===== src/rtl/neopixel_frame_sequencer.sv =====
// rtl/neopixel_frame_sequencer.sv - frame buffer and load/send sequencer for a NeoPixel strand controller
// Optional periodic auto-refresh is enabled by defining NEOPIXEL_AUTO_REFRESH_EN.
module neopixel_frame_sequencer #(
    parameter int NUM_PIXELS     = 5,
    parameter int ACK_TIMEOUT    = 16,
    parameter int REFRESH_CYCLES = 2_500_000
) (
    input  logic       clock,
    input  logic       reset,
    input  logic       wr_en,
    input  logic [2:0] wr_pixel,
    input  logic [1:0] wr_color,
    input  logic [7:0] wr_level,
    input  logic       start,
    input  logic       ready_to_load,
    input  logic       ready_to_send,
    output logic [7:0] color_level,
    output logic [1:0] color_index,
    output logic [2:0] pixel_index,
    output logic       load_color,
    output logic       send_it,
    output logic       busy,
    output logic       frame_done,
    output logic       wr_err,
    output logic       ack_err
);
    typedef enum logic [2:0] {
        IDLE, LOAD_WAIT, LOAD, SEND_WAIT, SEND, ACK, DRAIN
    } state_t;

    localparam int               ACK_W      = $clog2(ACK_TIMEOUT) + 1;
    localparam logic [3:0]       PIX_COUNT  = 4'(NUM_PIXELS);
    localparam logic [2:0]       LAST_PIXEL = 3'(NUM_PIXELS - 1);
    localparam logic [ACK_W-1:0] ACK_LAST   = ACK_W'(ACK_TIMEOUT - 1);

    state_t           state, next_state;
    logic [7:0]       live   [NUM_PIXELS][3];
    logic [7:0]       shadow [NUM_PIXELS][3];
    logic [2:0]       pix;
    logic [1:0]       col;
    logic [ACK_W-1:0] ack_cnt;
    logic             wr_legal, last_entry, frame_start, refresh_due;

    assign wr_legal    = wr_en && (wr_color != 2'b11) && ({1'b0, wr_pixel} < PIX_COUNT);
    assign last_entry  = (pix == LAST_PIXEL) && (col == 2'd2);
    assign frame_start = (state == IDLE) && (start || refresh_due);

`ifdef NEOPIXEL_AUTO_REFRESH_EN
    localparam int                   REFRESH_W    = $clog2(REFRESH_CYCLES + 1);
    localparam logic [REFRESH_W-1:0] REFRESH_LAST = REFRESH_W'(REFRESH_CYCLES - 1);

    logic [REFRESH_W-1:0] refresh_timer;

    // Holds at the terminal count while a frame is running so the refresh fires on return to IDLE.
    assign refresh_due = (refresh_timer == REFRESH_LAST);

    always_ff @(posedge clock or posedge reset) begin
        if (reset) begin
            refresh_timer <= '0;
        end else if (frame_start) begin
            refresh_timer <= '0;
        end else if (!refresh_due) begin
            refresh_timer <= refresh_timer + 1'b1;
        end
    end
`else
    assign refresh_due = 1'b0;
`endif

    always_comb begin
        next_state = state;
        case (state)
            IDLE:      if (frame_start) next_state = LOAD_WAIT;
            LOAD_WAIT: if (ready_to_load) next_state = LOAD;
            LOAD:      next_state = last_entry ? SEND_WAIT : LOAD_WAIT;
            SEND_WAIT: if (ready_to_send) next_state = SEND;
            SEND:      next_state = ACK;
            ACK: begin
                if (!ready_to_send) begin
                    next_state = DRAIN;
                end else if (ack_cnt == ACK_LAST) begin
                    next_state = IDLE;
                end
            end
            DRAIN:     if (ready_to_send) next_state = IDLE;
            default:   next_state = IDLE;
        endcase
    end

    always_ff @(posedge clock or posedge reset) begin
        if (reset) begin
            state <= IDLE;
        end else begin
            state <= next_state;
        end
    end

    always_ff @(posedge clock or posedge reset) begin
        if (reset) begin
            for (int p = 0; p < NUM_PIXELS; p++) begin
                for (int c = 0; c < 3; c++) begin
                    live[p][c]   <= '0;
                    shadow[p][c] <= '0;
                end
            end
            pix     <= '0;
            col     <= '0;
            ack_cnt <= '0;
        end else begin
            if (wr_legal) begin
                live[wr_pixel][wr_color] <= wr_level;
            end
            // Nonblocking copy takes the pre-write value when a write lands on the start edge.
            if (frame_start) begin
                shadow <= live;
                pix    <= '0;
                col    <= '0;
            end else if (state == LOAD) begin
                if (col == 2'd2) begin
                    col <= '0;
                    pix <= pix + 1'b1;
                end else begin
                    col <= col + 1'b1;
                end
            end
            ack_cnt <= (state == ACK) ? ack_cnt + 1'b1 : '0;
        end
    end

    // Outputs are registered from the next state so they line up with the state they describe.
    always_ff @(posedge clock or posedge reset) begin
        if (reset) begin
            color_level <= '0;
            color_index <= '0;
            pixel_index <= '0;
            load_color  <= 1'b0;
            send_it     <= 1'b0;
            busy        <= 1'b0;
            frame_done  <= 1'b0;
            wr_err      <= 1'b0;
            ack_err     <= 1'b0;
        end else begin
            load_color <= (next_state == LOAD);
            send_it    <= (next_state == SEND);
            busy       <= (next_state != IDLE);
            frame_done <= (state == DRAIN) && ready_to_send;
            ack_err    <= (state == ACK) && ready_to_send && (ack_cnt == ACK_LAST);
            wr_err     <= wr_en && !wr_legal;
            if (next_state == LOAD) begin
                color_level <= shadow[pix][col];
                color_index <= col;
                pixel_index <= pix;
            end else begin
                color_level <= '0;
                color_index <= '0;
                pixel_index <= '0;
            end
        end
    end
endmodule


===== config.mk =====
export PLATFORM = sky130hd
export DESIGN_NAME = neopixel_frame_sequencer
export DESIGN_NICKNAME = d
export VERILOG_FILES = /design/src/rtl/neopixel_frame_sequencer.sv
export SDC_FILE = /design/constraint.sdc
export NUM_CORES = 1
export LEC_CHECK = 0
export ABC_CLOCK_PERIOD_IN_PS = 10580
export CORE_MARGIN = 2
export CORE_UTILIZATION = 61
export DETAILED_ROUTE_END_ITERATION = 7
export HOLD_SLACK_MARGIN = 0.06
export PLACE_DENSITY = 0.79
export SLEW_MARGIN = 10
export SYNTH_ARGS = -nofsm -noshare
export SYNTH_HDL_FRONTEND = slang
export SYNTH_SLANG_ARGS = --single-unit

===== constraint.sdc =====
create_clock -name clock -period 10.58 [get_ports clock]
set_input_delay 2.116 -clock clock [delete_from_list [all_inputs] [get_ports clock]]
set_output_delay 2.116 -clock clock [all_outputs]
set_load 0.05 [all_outputs]

Word level (Yosys, flattened, before mapping):

Cells that the tools add are included.

* logic and storage cells: 114
* bits of input ports: 19
* register bits: 272
* output and inout bits: 19

* magnitude comparators: 7
* muxes and demuxes: 29
* bitwise operators: 4
* eq/ne operators: 12
* add/subtract/negate cells: 3
* reductions and logical operators: 16

Operators by type and width (count)
* $bwmux 120: 1
* $bmux 24 s3: 1
* $demux 24 s3: 1
* $mux 24: 3
* $mux 8: 4
* $mux 3: 10
* $pmux 3 s7: 1
* $bmux 8 s2: 1
* $demux 8 s2: 1
* $eq 3x3->1 const B: 5
* $logic_and 1x1->1: 10
* $mux 2: 5
* $eq 3x2->1 const B: 3
* $ge 4x4->1 const B: 2
* $not 3->4: 2
* $ge 3x3->1 const B: 2
* $not 2->3: 2
* $add 5x1->5 const B: 1
* $eq 5x4->1 const B: 1
* $mux 5: 1
* $lt 4x1->1 const B: 1
* $reduce_bool 2->1: 2
* $add 3x1->3 const B: 1
* $eq 3x1->1 const B: 1
* other kinds (9): 9

Longest topological paths before layout:

Gate-level depths: netlist of run 1.

* depth in word-level cells: 8
* gate-level depth with buffers: 8
* depth with buffers taken out: 7

Least setup slack after synthesis of run 1:

No wires, ideal clock.

* kind: in2reg
* from: input port wr_pixel[2]
* to: register live[40] (netlist name)
* setup slack: 7.177 ns
* setup time: 0.125 ns
* path buffers: 1
* data arrival time: 3.278 ns
* stages on the path: 4
* required time: 10.455 ns
* path through: buf_2 nand3b_4 nor4b_4 mux2_2

* longest elaborated chain between the ends: 6
* elaborated cells between the ends (all ways): 9
* classes of those cells: 3 x order compare; 3 x mux; 1 x bitwise; 2 x reduce/logical

RTL lines
* start: declaration: RTL line 11 `input logic [2:0] wr_pixel,`
* $not 3->4 (implied by the code): RTL line 111 `live[wr_pixel][wr_color] <= wr_level;`
* $ge 4x4->1 (implied by the code) / $lt 4x1->1 (equally long branches): RTL line 111
* $logic_and 1x1->1 (implied by the code): RTL line 111
* $mux 24 (implied by the code): RTL line 111
* $demux 24 s3: RTL line 111
* $bwmux 120: RTL line 111
* end signal: indexed assignment: RTL line 111
* end: declaration: RTL line 37 `logic [7:0] live [NUM_PIXELS][3];`

Parallel ways exist; a longest one is shown, timed or not.
A chain may end at the register's enable or synchronous reset.

Worst setup path after layout of run 1:

* from: input port start
* to: register shadow[114] (netlist name)

* longest elaborated chain between the ends: 1

RTL lines
* start: declaration: RTL line 14 `input logic start,`
* $logic_and 1x1->1: RTL line 46 `assign frame_start = (state == IDLE) && (start || refresh_due);`
* end signal: assignment: RTL line 115 `shadow <= live;`
* end: declaration: RTL line 38 `logic [7:0] shadow [NUM_PIXELS][3];`

No other way between the ends.

==> impl_metrics.ini, run 1 <==
[critical_path]
cp_common_cell = buf_4
rrSetupSlack_ns = 7.49
r2r_start = state[2]$_DFF_PP0_
criticalPathCategory = primary input to flop
reg2reg_to = shadow[114]$_DFFE_PP0P_
path_max_fanout = 87
cp_slowest_cell = buf_4
crit_path_start_kind = primary input
crit_path_max_incr_delay_ns = 0.95
crit_chain = clkdlybuf4s50_1 -> nor4b_4 -> buf_4 -> buf_4 -> mux2_2
critical_path_required_ns = 10.99
cp-end-kind = flop
arrival_ns = 4.83
reg2reg_depth = 4

[yosys]
synth_compound_area_frac = 0.0356
synth_top_area_frac = 0.593
synth_commonest_cells = 272 x dfrtp_1, 173 x mux2_2, 67 x mux2_1
synth_cell_types = 55
synth-seq-cells = 272
synth.cell_area_sq_um = 11500
synthCells = 766
yosysMostFrequentCell = dfrtp_1
synth_nets = 789
postSynth.asyncResetShare = 1.00
synth-xor-area-share = 0.00381
yosysWarnings = 0
ys_top_cells_by_area = dfrtp_1 59%, mux2_2 17%, mux2_1 6.6%
synth_edf_count = 0
syn_avg_cell_area_sq_um = 15.0
yosys.area_share.simple = 0.0488
netlist.top_cell.by_area = dfrtp_1
synthFlopType = dfrtp_1
synth_mux_area_frac = 0.291
synth_seq_area_share = 0.593
synth_top_family_by_area = multiplexers
synthAdderAreaFrac = 0.00436

[cts]
insertion_delay_ns = 0.53
cts_resized = 0
cts_root_buf = clkbuf_16
cts_setup_buffers = 0
cts_hold_buf = 0
cts_buffer_depth = 3
cts_buffers = 28
cts_tree = yes
cts_sinks = 272
cts_htree_levels = 1
clkTransAtPathRegs_ns = 0.06

[sta]
rsz0062_at_grt = false
slew_violations = 0
setup_viol = 0
finalClockSkew_ns = 0.0106
hold_viol = 0
tightestPinTransition_ns = 1.18
min_period_ns = 4.43
fmax_ghz = 0.226
tns_ns = 0
relSlewSlack = 0.214
fin_crit_sh = 0.418

[pwr]
internal_power_mw = 2.43
p_per_area_nw_per_um2 = 266
clkPwrFrac = 0.297
design_power_total_mw = 3.43
p_switching_mw = 1.00
swShare = 0.292
power_frac_seq = 0.462
vdd_drop_max_mv = 0.144
p_comb_frac = 0.241
p_leak_nw = 5.85

[routing]
wirelength_um = 23100
wl_per_cell_um = 22.1
antenna_left = 0
dr.first_iter.drc_count = 404
dr.pass1.iters = 5
remaining_drc_errors = 0
via_per_inst = 6.17
dr_total_vias = 6455

[grt]
grt-ovfl-total = 0
grt_pass1_wl_um = 36900
track_usage = 0.238
grt_max_degree = 100
antenna_found_initial = 0
grt_pass1_vias = 6840

[layout]
n_fill_cell = 1205
num_antenna_cells = 0
syn2layout_area_growth_pct = 12.5
final_layout_size_suffix_gt1_frac = 0.308
multi_input_area_sq_um = 4410
fin_nets = 817
regArea_sq_um = 6810

[min_path]
holdPathStages = 1
min_to = ack_cnt[0]$_DFF_PP0_
hold_class = flop to flop
hp-start = ack_cnt[0]$_DFF_PP0_

[die]
core_sq_um = 18600
die_area_sq_um = 19900
io_pins = 38
placementRows = 50
initial_core_util = 0.618
die_h_um = 141
die_w_um = 141

[placement]
hpwl_um = 14600
port_buffers = 37
gp_congestion = 0.807

[status]
status = finished, final reports clean

[run]
drv_cap = 0
state kept, by name, summed over array words and instances (netlist names), 2 cells and up:
register and cells:
state 3, shadow 120, col 2, live 120
ack_cnt 5, color_index 2, color_level 8, pix 3
pixel_index 3
how the worst max path moves through the flow:
stage                     slack (ns)  startpoint                 endpoint  cells past startpoint
after floorplan                 0.97       reset     ack_cnt[0]$_DFF_PP0_                      1
after global placement          5.77       start   shadow[47]$_DFFE_PP0P_                      5
after detailed placement        5.71       start  shadow[110]$_DFFE_PP0P_                      5
after CTS                       6.19       start  shadow[117]$_DFFE_PP0P_                      5
after global routing            6.08       start  shadow[117]$_DFFE_PP0P_                      5
final                           6.15       start  shadow[114]$_DFFE_PP0P_                      5
per-layer routing:
| layer | wire length, um | up-vias | track usage |
|---|---|---|---|
| met1 | 10000 | 3441 | 0.319 |
| met5 | 0 | - | 0 |
| met4 | 458 | 0 | 0.0695 |
| met2 | 11900 | 136 | 0.410 |
| li1 | - | 2847 | - |
| met3 | 742 | 31 | 0.0323 |
critical path: cells and delay by family:
| family | cells | cell delay (ns) |
|---|---|---|
| multiplexers | 1 | 0.42 |
| buffers and inverters | 3 | 1.95 |
| AND/OR/NAND/NOR | 1 | 0.22 |
cell families (layout without fill, tap and decap cells):
kind of cell | after synthesis | in the layout
xor+xnor | 5 | 5
fa+ha+maj | 4 | 4
compound gates | 61 | 61
buf+inv | 53 | 99
mux | 283 | 283
simple gates | 88 | 88
flops | 272 | 272
cell usage in the layout, fill, tap and decap left out, types with 4 or more instances in the layout:
| cell type | count |
|---|---|
| nor3_1 | 7 |
| o2bb2ai_1 | 7 |
| mux2_1 | 67 |
| nor2_1 | 15 |
| mux2i_1 | 28 |
| nand2_1 | 17 |
| mux4_2 | 9 |
| inv_1 | 7 |
| nor4_1 | 8 |
| nand2_2 | 7 |
| clkbuf_16 | 29 |
| a211oi_1 | 15 |
| clkinv_2 | 5 |
| mux2_2 | 173 |
| dfrtp_1 | 272 |
| bufinv_16 | 5 |
| ha_1 | 4 |
| mux4_1 | 6 |
| nand3b_1 | 5 |
| a21oi_1 | 8 |
| clkbuf_1 | 6 |
| xnor2_1 | 4 |
| buf_4 | 6 |
| o21ai_0 | 18 |
| clkdlybuf4s50_1 | 37 |
power by group through the flow:
stage	combinational, mW	sequential, mW	clock [mW]
after floorplan	0.662	1.53	0
after global placement	0.789	1.56	0
after detailed placement	0.828	1.59	0
after CTS	0.837	1.58	1.03
after global routing	0.892	1.62	1.08
final	0.829	1.59	1.02
layout make-up:
type	count	area share
Clock inverter	11	0.0142
Inverter	8	0.00291
Multi-Input combinational cell	441	0.341
Tap cell	234	0.0227
Timing Repair Buffer	43	0.0322
Sequential cell	272	0.527
Clock buffer	37	0.0600
through the flow:
step                      setup WS (ns)   util  hold WS, ns  instance area (sq um)  cells
after floorplan                   0.969      -        0.433                  11500    766
after global placement             5.77  0.644        0.444                  12000    998
after detailed placement           5.71  0.644        0.457                  12000    998
after CTS                          6.19  0.695        0.464                  12900   1046
after global routing               6.08  0.695        0.501                  12900   1046
final                              6.15  0.695        0.462                  12900   1046
Note: power is estimated with default switching activity, not from simulation.
==> run 2, diff against run 1 <==
ABC_CLOCK_PERIOD_IN_PS = 4400   (was 10580)
clock period = 4.4 ns   (was 10.58 ns; I/O delays follow)
==> impl_metrics.ini, run 2 (synthesized netlist as in run 1, its figures left out) <==
[sta]
min_period_ns = 2.57
finalClockSkew_ns = 0.00989
rsz0062_at_grt = false
slew_violations = 0
hold_viol = 0
setup_viol = 0
relSlewSlack = 0.402
holdWs_ns = 0.481
tightestPinTransition_ns = 0.896
fin_crit_sh = 0.584
fmax_ghz = 0.389

[critical_path]
crit_path_max_incr_delay_ns = 0.81
path_max_fanout = 1
crit_chain = clkdlybuf4s50_1
arrival_ns = 1.69
reg2reg_to = color_level[4]$_DFF_PP0_
criticalPathCategory = flop to primary output
path_delay_family = buffers and inverters
rrSetupSlack_ns = 1.96
cp_slowest_cell = clkdlybuf4s50_1
crit_path_start_kind = flop
cp-end-kind = primary output
timing.critical_path.buf_inv = 1
r2r_start = pix[2]$_DFFE_PP0P_
critical_path_required_ns = 3.52
path_depth = 1
reg2reg_depth = 3

[cts]
cts_buffer_depth = 3
insertion_delay_ns = 0.52
cts_tree = yes
cts_buffers = 26
cts_root_buf = clkbuf_16
cts_sinks = 272
cts_htree_levels = 1
cts_hold_buf = 0
clkTransAtPathRegs_ns = 0.06
cts_setup_buffers = 0
cts_resized = 0

[layout]
num_antenna_cells = 0
final_cell_mix = 272 x dfrtp_1, 173 x mux2_2, 67 x mux2_1, 37 x clkdlybuf4s50_1, 28 x mux2i_1
syn2layout_area_growth_pct = 12.5
layout_commonest_cell = dfrtp_1
largestRegisters = live x120, shadow x120, color_level x8
final_layout_size_suffix_gt1_frac = 0.311
finish.utilization = 0.696
finalInstanceArea_sq_um = 12900
n_fill_cell = 1211
fin_nets = 818

[die]
die_area_sq_um = 19900
die_h_um = 141
io_pins = 38
initial_core_util = 0.618
placementRows = 50
core_sq_um = 18600
die_w_um = 141

[pwr]
swShare = 0.291
p_comb_frac = 0.242
p_switching_mw = 2.37
p_leak_nw = 5.85
clkPwrFrac = 0.290
internal_power_mw = 5.78
design_power_total_mw = 8.15
p_per_area_nw_per_um2 = 630
vdd_drop_max_mv = 0.444
power_frac_seq = 0.468

[min_path]
holdPathStages = 1
hp-start = shadow[67]$_DFFE_PP0P_
min_to = shadow[67]$_DFFE_PP0P_
hold_class = flop to flop

[grt]
grt_pass1_wl_um = 37400
track_usage = 0.238
antenna_found_initial = 0
grt-ovfl-total = 0
grt_pass1_vias = 6968
grt_max_degree = 99

[placement]
placed_area_sq_um = 12000
gp_congestion = 0.779
port_buffers = 37
hpwl_um = 15000

[routing]
dr.pass1.iters = 4
wl_per_cell_um = 21.8
antenna_left = 0
dr.first_iter.drc_count = 434
wirelength_um = 22800
remaining_drc_errors = 0
dr_total_vias = 6360
via_per_inst = 6.07

[status]
status = finished, final reports clean

[run]
drv_cap = 0
run 2: through the flow:
step	cells	worst slack [ns]	setup TNS (ns)
after CTS	1048	1.82	0
final	1048	1.83	0
after detailed placement	1001	1.45	0
after global routing	1048	1.80	0
after global placement	1001	1.47	0
after floorplan	766	-0.0754	-20.51
run 2: worst max-delay path by stage:
stage,from,to,slack [ns]
floorplan,reset,ack_cnt[0]$_DFF_PP0_,-0.08
finish,color_level[0]$_DFF_PP0_,color_level[0],1.83
global route,pix[2]$_DFFE_PP0P_,color_level[4]$_DFF_PP0_,1.80
CTS,color_level[5]$_DFF_PP0_,color_level[5],1.82
detailed placement,start,shadow[114]$_DFFE_PP0P_,1.45
global placement,start,shadow[112]$_DFFE_PP0P_,1.47
run 2: final cells by class:
| type | instances | area [sq um] | area share |
|---|---|---|---|
| Clock inverter | 9 | 148 | 0.0114 |
| Sequential cell | 272 | 6810 | 0.527 |
| Timing Repair Buffer | 46 | 463 | 0.0358 |
| Tap cell | 234 | 293 | 0.0226 |
| Multi-Input combinational cell | 441 | 4410 | 0.341 |
| Clock buffer | 38 | 777 | 0.0601 |
| Inverter | 8 | 33.8 | 0.00261 |
run 2: metal layers:
metal | vias to the layer above | GRT usage | share of wire
met1 | 3347 | 0.321 | 0.44
met4 | 0 | 0.0616 | 0.020
met3 | 41 | 0.0425 | 0.048
met5 | - | 0 | 0
met2 | 118 | 0.407 | 0.50
li1 | 2854 | - | -
run 2: power groups by stage:
stage | sequential [mW] | combinational [mW] | clock, mW
CTS | 3.81 | 1.99 | 2.40
global placement | 3.77 | 1.88 | 0
detailed placement | 3.85 | 1.97 | 0
global route | 3.91 | 2.14 | 2.52
floorplan | 3.68 | 1.59 | 0
finish | 3.81 | 1.97 | 2.36
run 2: worst reg2reg max path, stage by stage (launching register included):
cell and delay [ns]:
dfrtp_1 0.82, nor3b_2 0.85, a211oi_1 0.19, nor4_1 0.44
==> run 3, diff against run 2 <==
ABC_CLOCK_PERIOD_IN_PS = 2200   (was 4400)
CORE_UTILIZATION = 55   (was 61)
PLACE_DENSITY = 0.76   (was 0.79)
clock period = 2.2 ns   (was 4.4 ns; I/O delays follow)
==> impl_metrics.ini, run 3 (synthesized netlist as in run 1, its figures left out) <==
[critical_path]
cp-end-kind = primary output
path_max_fanout = 1
crit_path_max_incr_delay_ns = 0.81
crit_chain = clkdlybuf4s50_1
timing.critical_path.buf_inv = 1
path_delay_family = buffers and inverters
crit_path_start_kind = flop
criticalPathCategory = flop to primary output
cp_slowest_cell = clkdlybuf4s50_1
critical_path_required_ns = 1.76
arrival_ns = 1.69

[layout]
largestRegisters = live x120, shadow x120, color_level x8
final_layout_size_suffix_gt1_frac = 0.352
num_antenna_cells = 0
fin_nets = 865
stdcell_count = 1133
final_cell_mix = 272 x dfrtp_1, 173 x mux2_2, 67 x mux2_1, 37 x clkdlybuf4s50_1, 35 x buf_4
layout_commonest_cell = dfrtp_1
syn2layout_area_growth_pct = 18.2

[routing]
via_per_inst = 5.81
wl_per_cell_um = 21.3
dr_total_vias = 6580
dr.pass1.iters = 4
dr.first_iter.drc_count = 301
remaining_drc_errors = 0
wirelength_um = 24200
antenna_left = 0

[die]
initial_core_util = 0.564
die_h_um = 149
die_area_sq_um = 22100
die_w_um = 149
core_sq_um = 20400
placementRows = 52
io_pins = 38

[sta]
min_period_ns = 2.13
fmax_ghz = 0.470
setup_viol = 0
hold_viol = 0
fin_crit_sh = 0.968
finalClockSkew_ns = 0.0149
slew_violations = 0
tns_ns = 0
relSlewSlack = 0.499
rsz0062_at_grt = false
tightestPinTransition_ns = 0.749

[min_path]
hold_class = primary input to asynchronous set/reset pin

[cts]
cts_sinks = 272
cts_htree_levels = 1
cts_hold_buf = 0
cts_setup_buffers = 0
cts_tree = yes
insertion_delay_ns = 0.54
cts_resized = 0
cts_buffers = 28
cts_buffer_depth = 3
clkTransAtPathRegs_ns = 0.06
cts_root_buf = clkbuf_16

[pwr]
p_per_area_nw_per_um2 = 1240
vdd_drop_max_mv = 0.645
p_leak_nw = 6.17

[placement]
gp_congestion = 0.801
place_inst = 1082
port_buffers = 37
hpwl_um = 16400

[grt]
grt_max_degree = 77
grt_pass1_wl_um = 39900
track_usage = 0.232
grt_pass1_vias = 7289
grt-ovfl-total = 0
antenna_found_initial = 0

[status]
status = finished, final reports clean

[run]
drv_cap = 0
run 3: changes by cell type in the layout (fill, tap and decap cells not counted):
| cell | before | now |
|---|---|---|
| buf_4 | 7 | 35 |
| buf_12 | 2 | 19 |
| clkinvlp_4 | 2 | 3 |
| bufinv_16 | 4 | 3 |
| clkbuf_8 | 6 | 7 |
| clkinv_2 | 4 | 6 |
| clkbuf_1 | 5 | 3 |
| clkbuf_16 | 27 | 29 |
| inv_6 | 0 | 1 |
run 3: final timing paths:
kind	startpoint	to	slack, ns	cells past startpoint
setup / recovery	color_level[2]$_DFF_PP0_	color_level[2]	0.07	1
hold / removal	reset	shadow[6]$_DFFE_PP0P_	0.23	2
setup reg to reg	pix[0]$_DFFE_PP0P_	color_level[6]$_DFF_PP0_	0.16	6
hold reg to reg	shadow[83]$_DFFE_PP0P_	shadow[83]$_DFFE_PP0P_	0.48	1
max in group asynchronous	reset	live[59]$_DFFE_PP0P_	1.29	4
min in group clock	shadow[83]$_DFFE_PP0P_	shadow[83]$_DFFE_PP0P_	0.48	1
run 3: routing by layer:
metal | track usage | wire [um] | up-vias
li1 | - | - | 2949
met1 | 0.308 | 10500 | 3464
met2 | 0.404 | 12200 | 133
met3 | 0.0310 | 831 | 34
met4 | 0.0671 | 571 | 0
met5 | 0 | 0 | -
run 3: cell type report:
class                   count  area (sq um)
flip-flops and latches    272          6810
repair buffers             91          1010
clock buffers              39           833
well taps                 270           338
clock inverters            12           144
multi-input cells         441          4410
fillers                  1374          6790
inverters                   8          33.8
run 3: per-stage QoR:
| step | area (sq um) | hold slack, ns | util | worst slack [ns] | power [mW] |
|---|---|---|---|---|---|
| detailed placement | 12600 | 0.470 | 0.619 | 0.0187 | 12.0 |
| global route | 13600 | 0.260 | 0.667 | 0.0117 | 17.7 |
| finish | 13600 | 0.233 | 0.667 | 0.0708 | 16.9 |
| global placement | 12600 | 0.444 | 0.619 | 0.0604 | 11.7 |
| floorplan | 11500 | 0.433 | - | -1.84 | 10.5 |
| CTS | 13600 | 0.232 | 0.667 | 0.0475 | 17.0 |
run 3: power by group:
| part | leakage [nW] | switching (mW) | internal (mW) |
|---|---|---|---|
| Clock | 0.482 | 1.89 | 2.99 |
| Combinational | 2.17 | 2.14 | 2.35 |
| Sequential | 3.52 | 0.903 | 6.57 |
| Total | 6.17 | 4.94 | 11.9 |
